### src/rtl/axi_lite_pkg.sv
// Shared types and defaults for the two-requester AXI-Lite arbiter.
package axi_lite_pkg;

  localparam int ADDR_W_DEF = 32;
  localparam int DATA_W_DEF = 32;

  typedef enum logic [1:0] {
    ST_IDLE    = 2'd0,
    ST_BUSY    = 2'd1,
    ST_RELEASE = 2'd2
  } arb_state_e;

  // Round-robin pick: a lone requester wins; on a tie the one that did not win last time goes.
  function automatic logic rr_pick(input logic [1:0] req, input logic last_owner);
    if (req == 2'b11) return ~last_owner;
    return req[1];
  endfunction

endpackage

### src/rtl/axi_lite_arbiter_if.sv
// Bundle of requester-side and downstream-side signals around the arbiter.
// slave: the arbiter's view. master: the environment (requesters + downstream port).
interface axi_lite_arbiter_if
  import axi_lite_pkg::*;
#(
  parameter int ADDR_W = ADDR_W_DEF,
  parameter int DATA_W = DATA_W_DEF
);

  logic [1:0]             s_transfer;
  logic [1:0]             s_write;
  logic [1:0][ADDR_W-1:0] s_addr;
  logic [1:0][DATA_W-1:0] s_wdata;
  logic [1:0]             s_ready;
  logic [1:0][DATA_W-1:0] s_rdata;

  logic                   m_transfer;
  logic                   m_write;
  logic [ADDR_W-1:0]      m_addr;
  logic [DATA_W-1:0]      m_wdata;
  logic                   m_ready;
  logic [DATA_W-1:0]      m_rdata;

  logic [1:0]             gnt;

  modport slave (
    input  s_transfer, s_write, s_addr, s_wdata, m_ready, m_rdata,
    output s_ready, s_rdata, m_transfer, m_write, m_addr, m_wdata, gnt
  );

  modport master (
    output s_transfer, s_write, s_addr, s_wdata, m_ready, m_rdata,
    input  s_ready, s_rdata, m_transfer, m_write, m_addr, m_wdata, gnt
  );

endinterface

### src/rtl/axi_lite_arbiter.sv
// Two-requester round-robin arbiter in front of one AXI-Lite master command port.
// State | meaning
// IDLE    | no owner, waiting for any request
// BUSY    | owner's command driven downstream, waiting for m_ready
// RELEASE | transaction done, waiting for owner to drop its request
module axi_lite_arbiter
  import axi_lite_pkg::*;
#(
  parameter int ADDR_W = ADDR_W_DEF,
  parameter int DATA_W = DATA_W_DEF
) (
  input logic              ACLK,
  input logic              ARESETn,
  axi_lite_arbiter_if.slave bus
);

  arb_state_e             state_q;
  logic                   owner_q;
  logic                   last_owner_q;
  logic [1:0]             gnt_q;
  logic                   m_transfer_q;
  logic [1:0][DATA_W-1:0] rdata_q;
  logic                   pick;

  assign pick = rr_pick(bus.s_transfer, last_owner_q);

  // Arbitration FSM; grant, request-out and held read data are all registered here.
  always_ff @(posedge ACLK) begin
    if (!ARESETn) begin
      state_q      <= ST_IDLE;
      owner_q      <= 1'b0;
      last_owner_q <= 1'b1;
      gnt_q        <= 2'b00;
      m_transfer_q <= 1'b0;
      rdata_q      <= '0;
    end else begin
      case (state_q)
        ST_IDLE: begin
          if (|bus.s_transfer) begin
            state_q      <= ST_BUSY;
            owner_q      <= pick;
            last_owner_q <= pick;
            gnt_q        <= pick ? 2'b10 : 2'b01;
            m_transfer_q <= 1'b1;
          end
        end
        ST_BUSY: begin
          if (bus.m_ready) begin
            state_q      <= ST_RELEASE;
            m_transfer_q <= 1'b0;
            if (!bus.s_write[owner_q]) rdata_q[owner_q] <= bus.m_rdata;
          end
        end
        ST_RELEASE: begin
          // Waiting for the drop stops a still-held request from being issued twice.
          if (!bus.s_transfer[owner_q]) begin
            state_q <= ST_IDLE;
            gnt_q   <= 2'b00;
          end
        end
        default: state_q <= ST_IDLE;
      endcase
    end
  end

  // Downstream command muxed live from the owner so late write data is forwarded.
  always_comb begin
    bus.m_write = 1'b0;
    bus.m_addr  = {ADDR_W{1'b0}};
    bus.m_wdata = {DATA_W{1'b0}};
    bus.s_ready = 2'b00;
    if (m_transfer_q) begin
      bus.m_write          = bus.s_write[owner_q];
      bus.m_addr           = bus.s_addr[owner_q];
      bus.m_wdata          = bus.s_wdata[owner_q];
      // Gated by reset so a completion racing a reset is never reported upstream.
      bus.s_ready[owner_q] = bus.m_ready & ARESETn;
    end
  end

  assign bus.m_transfer = m_transfer_q;
  assign bus.gnt        = gnt_q;
  assign bus.s_rdata    = rdata_q;

endmodule
### src/flat_wrapper.sv
// flat-port wrapper written by rule: the top's interface ports become plain ports
module axi_lite_arbiter_flat import axi_lite_pkg::*;
#(
  parameter int ADDR_W = ADDR_W_DEF,
  parameter int DATA_W = DATA_W_DEF
)
  (ACLK, ARESETn, bus_s_transfer, bus_s_write, bus_s_addr, bus_s_wdata, bus_m_ready, bus_m_rdata, bus_s_ready, bus_s_rdata, bus_m_transfer, bus_m_write, bus_m_addr, bus_m_wdata, bus_gnt);
  axi_lite_arbiter_if #(.ADDR_W(ADDR_W), .DATA_W(DATA_W)) bus_i ();
  input logic ACLK;
  input logic ARESETn;
  input wire logic [$bits(bus_i.s_transfer)-1:0] bus_s_transfer;
  input wire logic [$bits(bus_i.s_write)-1:0] bus_s_write;
  input wire logic [$bits(bus_i.s_addr)-1:0] bus_s_addr;
  input wire logic [$bits(bus_i.s_wdata)-1:0] bus_s_wdata;
  input wire logic [$bits(bus_i.m_ready)-1:0] bus_m_ready;
  input wire logic [$bits(bus_i.m_rdata)-1:0] bus_m_rdata;
  output wire logic [$bits(bus_i.s_ready)-1:0] bus_s_ready;
  output wire logic [$bits(bus_i.s_rdata)-1:0] bus_s_rdata;
  output wire logic [$bits(bus_i.m_transfer)-1:0] bus_m_transfer;
  output wire logic [$bits(bus_i.m_write)-1:0] bus_m_write;
  output wire logic [$bits(bus_i.m_addr)-1:0] bus_m_addr;
  output wire logic [$bits(bus_i.m_wdata)-1:0] bus_m_wdata;
  output wire logic [$bits(bus_i.gnt)-1:0] bus_gnt;
  assign bus_i.s_transfer = bus_s_transfer;
  assign bus_i.s_write = bus_s_write;
  assign bus_i.s_addr = bus_s_addr;
  assign bus_i.s_wdata = bus_s_wdata;
  assign bus_i.m_ready = bus_m_ready;
  assign bus_i.m_rdata = bus_m_rdata;
  assign bus_s_ready = bus_i.s_ready;
  assign bus_s_rdata = bus_i.s_rdata;
  assign bus_m_transfer = bus_i.m_transfer;
  assign bus_m_write = bus_i.m_write;
  assign bus_m_addr = bus_i.m_addr;
  assign bus_m_wdata = bus_i.m_wdata;
  assign bus_gnt = bus_i.gnt;
  axi_lite_arbiter #(.ADDR_W(ADDR_W), .DATA_W(DATA_W)) u_core (.ACLK(ACLK), .ARESETn(ARESETn), .bus(bus_i));
endmodule
### config.mk
export PLATFORM = sky130hd
export DESIGN_NAME = axi_lite_arbiter_flat
export DESIGN_NICKNAME = d
export VERILOG_FILES = /design/src/rtl/axi_lite_pkg.sv /design/src/rtl/axi_lite_arbiter_if.sv /design/src/rtl/axi_lite_arbiter.sv /design/src/flat_wrapper.sv
export SDC_FILE = /design/constraint.sdc
export NUM_CORES = 1
export LEC_CHECK = 0
export CORE_AREA = 2 2 118 120
export DETAILED_ROUTE_END_ITERATION = 16
export DIE_AREA = 0 0 120 122
export PLACE_DENSITY = 0.72
export SLEW_MARGIN = 20
export SYNTH_ARGS = -nofsm -noshare
export SYNTH_HDL_FRONTEND = slang
export SYNTH_SLANG_ARGS = --single-unit
### constraint.sdc
create_clock -name ACLK -period 1.8 [get_ports ACLK]
set_input_delay 0.36 -clock ACLK [delete_from_list [all_inputs] [get_ports ACLK]]
set_output_delay 0.36 -clock ACLK [all_outputs]
set_load 0.01 [all_outputs]
======== Word level (Yosys, flattened, before mapping) ========
Cells that the tools add are included.
word-level totals
  logic and storage cells ................. 59
  output and inout port bits .............. 134
  input bits .............................. 167
  bits in registers ....................... 71
operators by class
  equality and inequality tests ........... 6
  $lt $le $gt $ge ......................... 2
  multiplexer cells ....................... 30
  bitwise gates (word level) .............. 4
  reductions and logical operators ........ 10
operator list
  operator              number
  $mux W32              7
  $bwmux W64            1
  $demux W32 S1         1
  $mux W2               6
  $reduce_and A3 Y1     4
  $mux W1               11
  $pmux W2 S3           1
  $eq A2 B2 Y1 const B  2
  $ne A2 B2 Y1 const B  2
  $pmux W2 S2           1
  $reduce_bool A2 Y1    2
  $and A2 B2 Y2         1
  $eq A2 B1 Y1 const B  1
  $logic_not A2 Y1      1
  $lt A1 B2 Y1 const B  1
  $ne A2 B1 Y1 const B  1
  $not A1 Y1            2
  $pmux W1 S2           1
  $reduce_and A2 Y1     1
  $reduce_or A2 Y1      1
  $and A1 B1 Y1         1
  $demux W1 S1          1
  $ge A1 B1 Y1 const B  1
  $logic_and A1 B1 Y1   1

======== Logic depth before layout (Yosys ltp) ========
  depth in word-level cells ............... 6
  mapped depth ............................ 6
  depth with buffers taken out ............ 3

======== Least setup slack after synthesis ========
OpenSTA, ideal clock, no wires.
  path type ............................... flip-flop to output port
  start ................................... register u_core.m_transfer_q (netlist: u_core.bus.m_transfer)
  end ..................................... output port bus_m_wdata[10]
  setup slack ............................. 347 ps
  arrival ................................. 1093 ps
  data required time ...................... 1440 ps
  cell stages (with the launch flop) ...... 4
  buffers on the path ..................... 2
  cell sequence ........................... dfxtp_1 -> clkbuf_1 -> clkbuf_1 -> nor2b_1
between the ends
  cells in the longest elaborated chain, start to end .. 1
ends and longest elaborated chain
  item                    RTL line                RTL
  from (decl)             axi_lite_arbiter.sv:21  logic m_transfer_q;
  from (signal assigned)  axi_lite_arbiter.sv:34  m_transfer_q <= 1'b0;
  from (signal assigned)  axi_lite_arbiter.sv:44  m_transfer_q <= 1'b1;
  from (signal assigned)  axi_lite_arbiter.sv:50  m_transfer_q <= 1'b0;
  $mux W32                axi_lite_arbiter.sv:72  if (m_transfer_q) begin
  to (decl)               flat_wrapper.sv:22      output wire logic [$bits(bus_i.m_wdata)-1:0] bus_m_wdata;
Every way passes these cells.

======== Final worst setup path ========
  start ................................... register u_core.owner_q
  end ..................................... output port bus_m_addr[9]
between the ends
  cells in the longest elaborated chain, start to end .. 3
ends and longest elaborated chain
  item                                          RTL line                RTL
  from (decl)                                   axi_lite_arbiter.sv:18  logic owner_q;
  from (signal assigned)                        axi_lite_arbiter.sv:41  owner_q <= pick;
  $mux W32 (not written as such) (2 in series)  axi_lite_arbiter.sv:74  bus.m_addr = bus.s_addr[owner_q];
  $mux W32                                      axi_lite_arbiter.sv:72
  to (decl)                                     flat_wrapper.sv:21      output wire logic [$bits(bus_i.m_addr)-1:0] bus_m_addr;
Every way passes these cells. The select of a mux whose other input is x is not followed.

==> impl_metrics.toml <==
[worst_setup_path]
critical-path-top-delay-family = "buffers and inverters"
slowest_delay_ns = 0.35
critical-path-slowest-cell = "dfxtp_4"
timing.critical_path.fanout_max = 5
required_ns = 1.44
startpoint_type = "register"
critical_path_buf_inv_count = 4
critical_path_arrival_ns = 1.57
cell_chain_of_the_critical_path = "buf_12 > buf_16 > buf_8 > mux2i_1 > nor2b_1 > buf_2"
cp-end-kind = "output port"
launching_instance_or_port_of_the_critical_path = "u_core.owner_q"
cp.depth = 6
worstRegToRegCells = 7
criticalPathCategory = "register to output port"
r2r_start = "u_core.owner_q"

[hold_path]
timing.hold.worst.class = "register to register"
min_delay_src = "u_core.bus.s_rdata[22]"
timing.hold.worst_path_depth = 2

[finish]
finalCoreUtilization_pct = 57.28
drive_gt1_share_pct = 18.91
areaGrowthSynthToFinish_pct = 94.40
final_nets = 966

[die]
core.rowCount = 43
die_height_um = 122
die_area_sq_um = 14640
fp.coreArea_sq_um = 13500
start_util_pct = 29.46
floorplan.io_pins = 301
chip_width_um = 120

[timing]
achievable-frequency_mhz = 519.2
slew_headroom_pct = 74.30
timing.clock.skew_ns = 0.009805
drv_slew = 0
final-setup-viol-count = 35
setup_slack_ns = -0.1259
worst_slew_pin_slew_ns = 0.3855
unrepaired_setup_endpoints_after_global_routing = "true"
period_share_pct = 107.0
timing_hold_violations_final = 0
min_period_ns = 1.926

[clock_network]
ctsHoldBuffers = 0
clock_sink_count = 71
cts_made_buffers = 9
clock-root-buffer = "clkbuf_16"
clkLatencyLatePin_ns = 0.33
clk_pin_slew_ns = 0.05
bufs_on_longest_clock_path = 2
tritoncts = "yes"
ctsHtreeMaxLevel = 3

[route]
drc_errors = 0
routed_wirelength_mm = 17.82
num_vias = 4842
detailedRoute.firstPassIterationCount = 5
avgViaCountPerCell = 4.906
route.antenna.remaining_nets = 0
routed_wire_length_per_instance_um = 18.06
initialDrtViolationCount = 284

[synthesis]
synth.yosys.warnings = 0
synth.ff_latch_count = 71
most_used_flip_flop_cell_after_synthesis = "dfxtp_1"
syn_inst = 484
synth-edff-count = 0
synth_top_cells_by_area = "dfxtp_1 (36%), mux2i_1 (16%), nor2b_1 (10%)"
synth-seq-area-share_pct = 35.72
post_synthesis_instance_area_sq_um = 3979
synthArstFlopShare_pct = 0
yosys.area.top_type = "dfxtp_1"
mappedNetlistNets = 651
synth.distinct_cells = 31
post-synth-top-area-fraction_pct = 35.72
syn-mean-instance-area_sq_um = 8.221

[global_route]
initial_antenna_violation_count = 3
global_route_wire_length_before_repair_mm = 26.43
vias_in_the_first_global_route = 4848
total_gr_overflow = 0
total_routing_usage_reported_by_global_routing_pct = 23.17
pin_count_of_the_biggest_net_entering_global_routing = 43

[pwr]
combinational_power_share_pct = 29.8
pwr_density_cell_nw_per_um2 = 664.4
design_power_total_mw = 5.139
worst_ir_drop_vdd_v = 0.0005602
power_report.internal_total_mw = 3.796
power_switching_mw = 1.343
sw_frac_of_total_pct = 26.14
sequential_cell_fraction_of_total_power_pct = 32.0
leakage_nw = 2.905
clk_pwr_share_pct = 38.2

[outcome]
run_status = "complete, but fails checks"
failed_checks = "setup timing"

[job]
cap_violations = 0

[placed_design]
gp_congestion = 0.9426
post_detail_place_hpwl_mm = 12.82
portBuffers = 300
registers in the layout (all words and copies together) (netlist names):
register	flops
u_core.bus.s_rdata	64
u_core.bus.gnt	2
u_core.state_q	2
u_core.bus.m_transfer	1
u_core.last_owner_q	1
u_core.owner_q	1
per-stage QoR:
| step | hold WS (ns) | TNS [ns] | cells | setup slack, ns | cell area [sq um] |
|---|---|---|---|---|---|
| after floorplan | 0.4219 | 0 | 484 | 0.3469 | 3979 |
| after global placement | 0.4605 | -8.431 | 943 | -0.3229 | 7338 |
| after detailed placement | 0.4672 | -9.221 | 943 | -0.3225 | 7338 |
| after CTS | 0.4759 | -4.177 | 984 | -0.1522 | 7769 |
| after global routing | 0.4923 | -5.247 | 987 | -0.1827 | 7735 |
| final | 0.4735 | -1.939 | 987 | -0.1259 | 7735 |
timing repair:
item | 4_1_cts | 5_1_grt
gates resized for setup | 302 | 11
setup buffers | 20 | 4
pin swaps | 1 | 0
cloned | 5 | 0
setup endpoints to repair | 68 | 102
cells in the mapped netlist, types with 3 or more instances:
| cell type | count |
|---|---|
| o21ai_0 | 52 |
| mux2i_1 | 65 |
| inv_1 | 4 |
| nand3_1 | 66 |
| clkbuf_1 | 24 |
| nor2b_1 | 66 |
| buf_6 | 11 |
| buf_4 | 4 |
| nand2b_1 | 3 |
| dfxtp_1 | 71 |
| a21oi_1 | 69 |
| nand2_1 | 4 |
| buf_2 | 11 |
| o21ai_1 | 14 |
| nor2_1 | 4 |
final timing paths:
check,to,slack [ns]
max reg2reg,u_core.bus.gnt[1],0.08
min reg2reg,u_core.bus.s_rdata[22],0.47
max,bus_m_addr[9],-0.13
min,u_core.bus.s_rdata[22],0.47
kinds of logic after synthesis:
group	synth area share, %
AO/OA/AOI/OAI	18.43
buffers and inverters	8.113
flip-flops	35.72
multiplexers	16.64
AND/OR/NAND/NOR	21.10
per-layer routing:
| metal | wire length [um] | global-route usage (%) |
|---|---|---|
| met1 | 7057 | 26.37 |
| met3 | 1271 | 5.899 |
| met5 | 0 | 0 |
| met2 | 9043 | 40.94 |
| met4 | 450 | 10.15 |
tightest hold or removal path: stages (launching register included):
cell     delay, ns
dfxtp_1       0.30
o21ai_0       0.06
a21oi_1       0.06
layout make-up:
class,instances,area (sq um)
multi-input cells,357,2265
clock buffers,12,256.5
clock inverters,4,76.32
diodes,3,7.507
well taps,180,225.2
repair buffers,355,3460
flip-flops and latches,71,1426
fillers,1217,5769
inverters,5,18.77
power groups by stage:
stage          Sequential, mW  Clock [mW]  Combinational [mW]
6_report                 1.64        1.97                1.53
5_1_grt                  1.65        2.08                1.62
4_1_cts                  1.64        2.00                1.54
3_5_place_dp             1.68           0                1.48
3_3_place_gp             1.68           0                1.46
2_1_floorplan            1.68           0               0.585
layout by cell type, fill, tap and decap left out, types with 18 or more instances in the layout:
| cell type | netlist | layout |
|---|---|---|
| a21oi_1 | 69 | 69 |
| nand3_1 | 66 | 66 |
| buf_12 | 0 | 18 |
| nor2b_1 | 66 | 65 |
| clkdlybuf4s50_1 | 0 | 230 |
| o21ai_0 | 52 | 47 |
| dfxtp_1 | 71 | 69 |
| buf_2 | 11 | 66 |
| o21ai_1 | 14 | 19 |
| mux2i_1 | 65 | 61 |
Power figures use the tool's default switching activity.
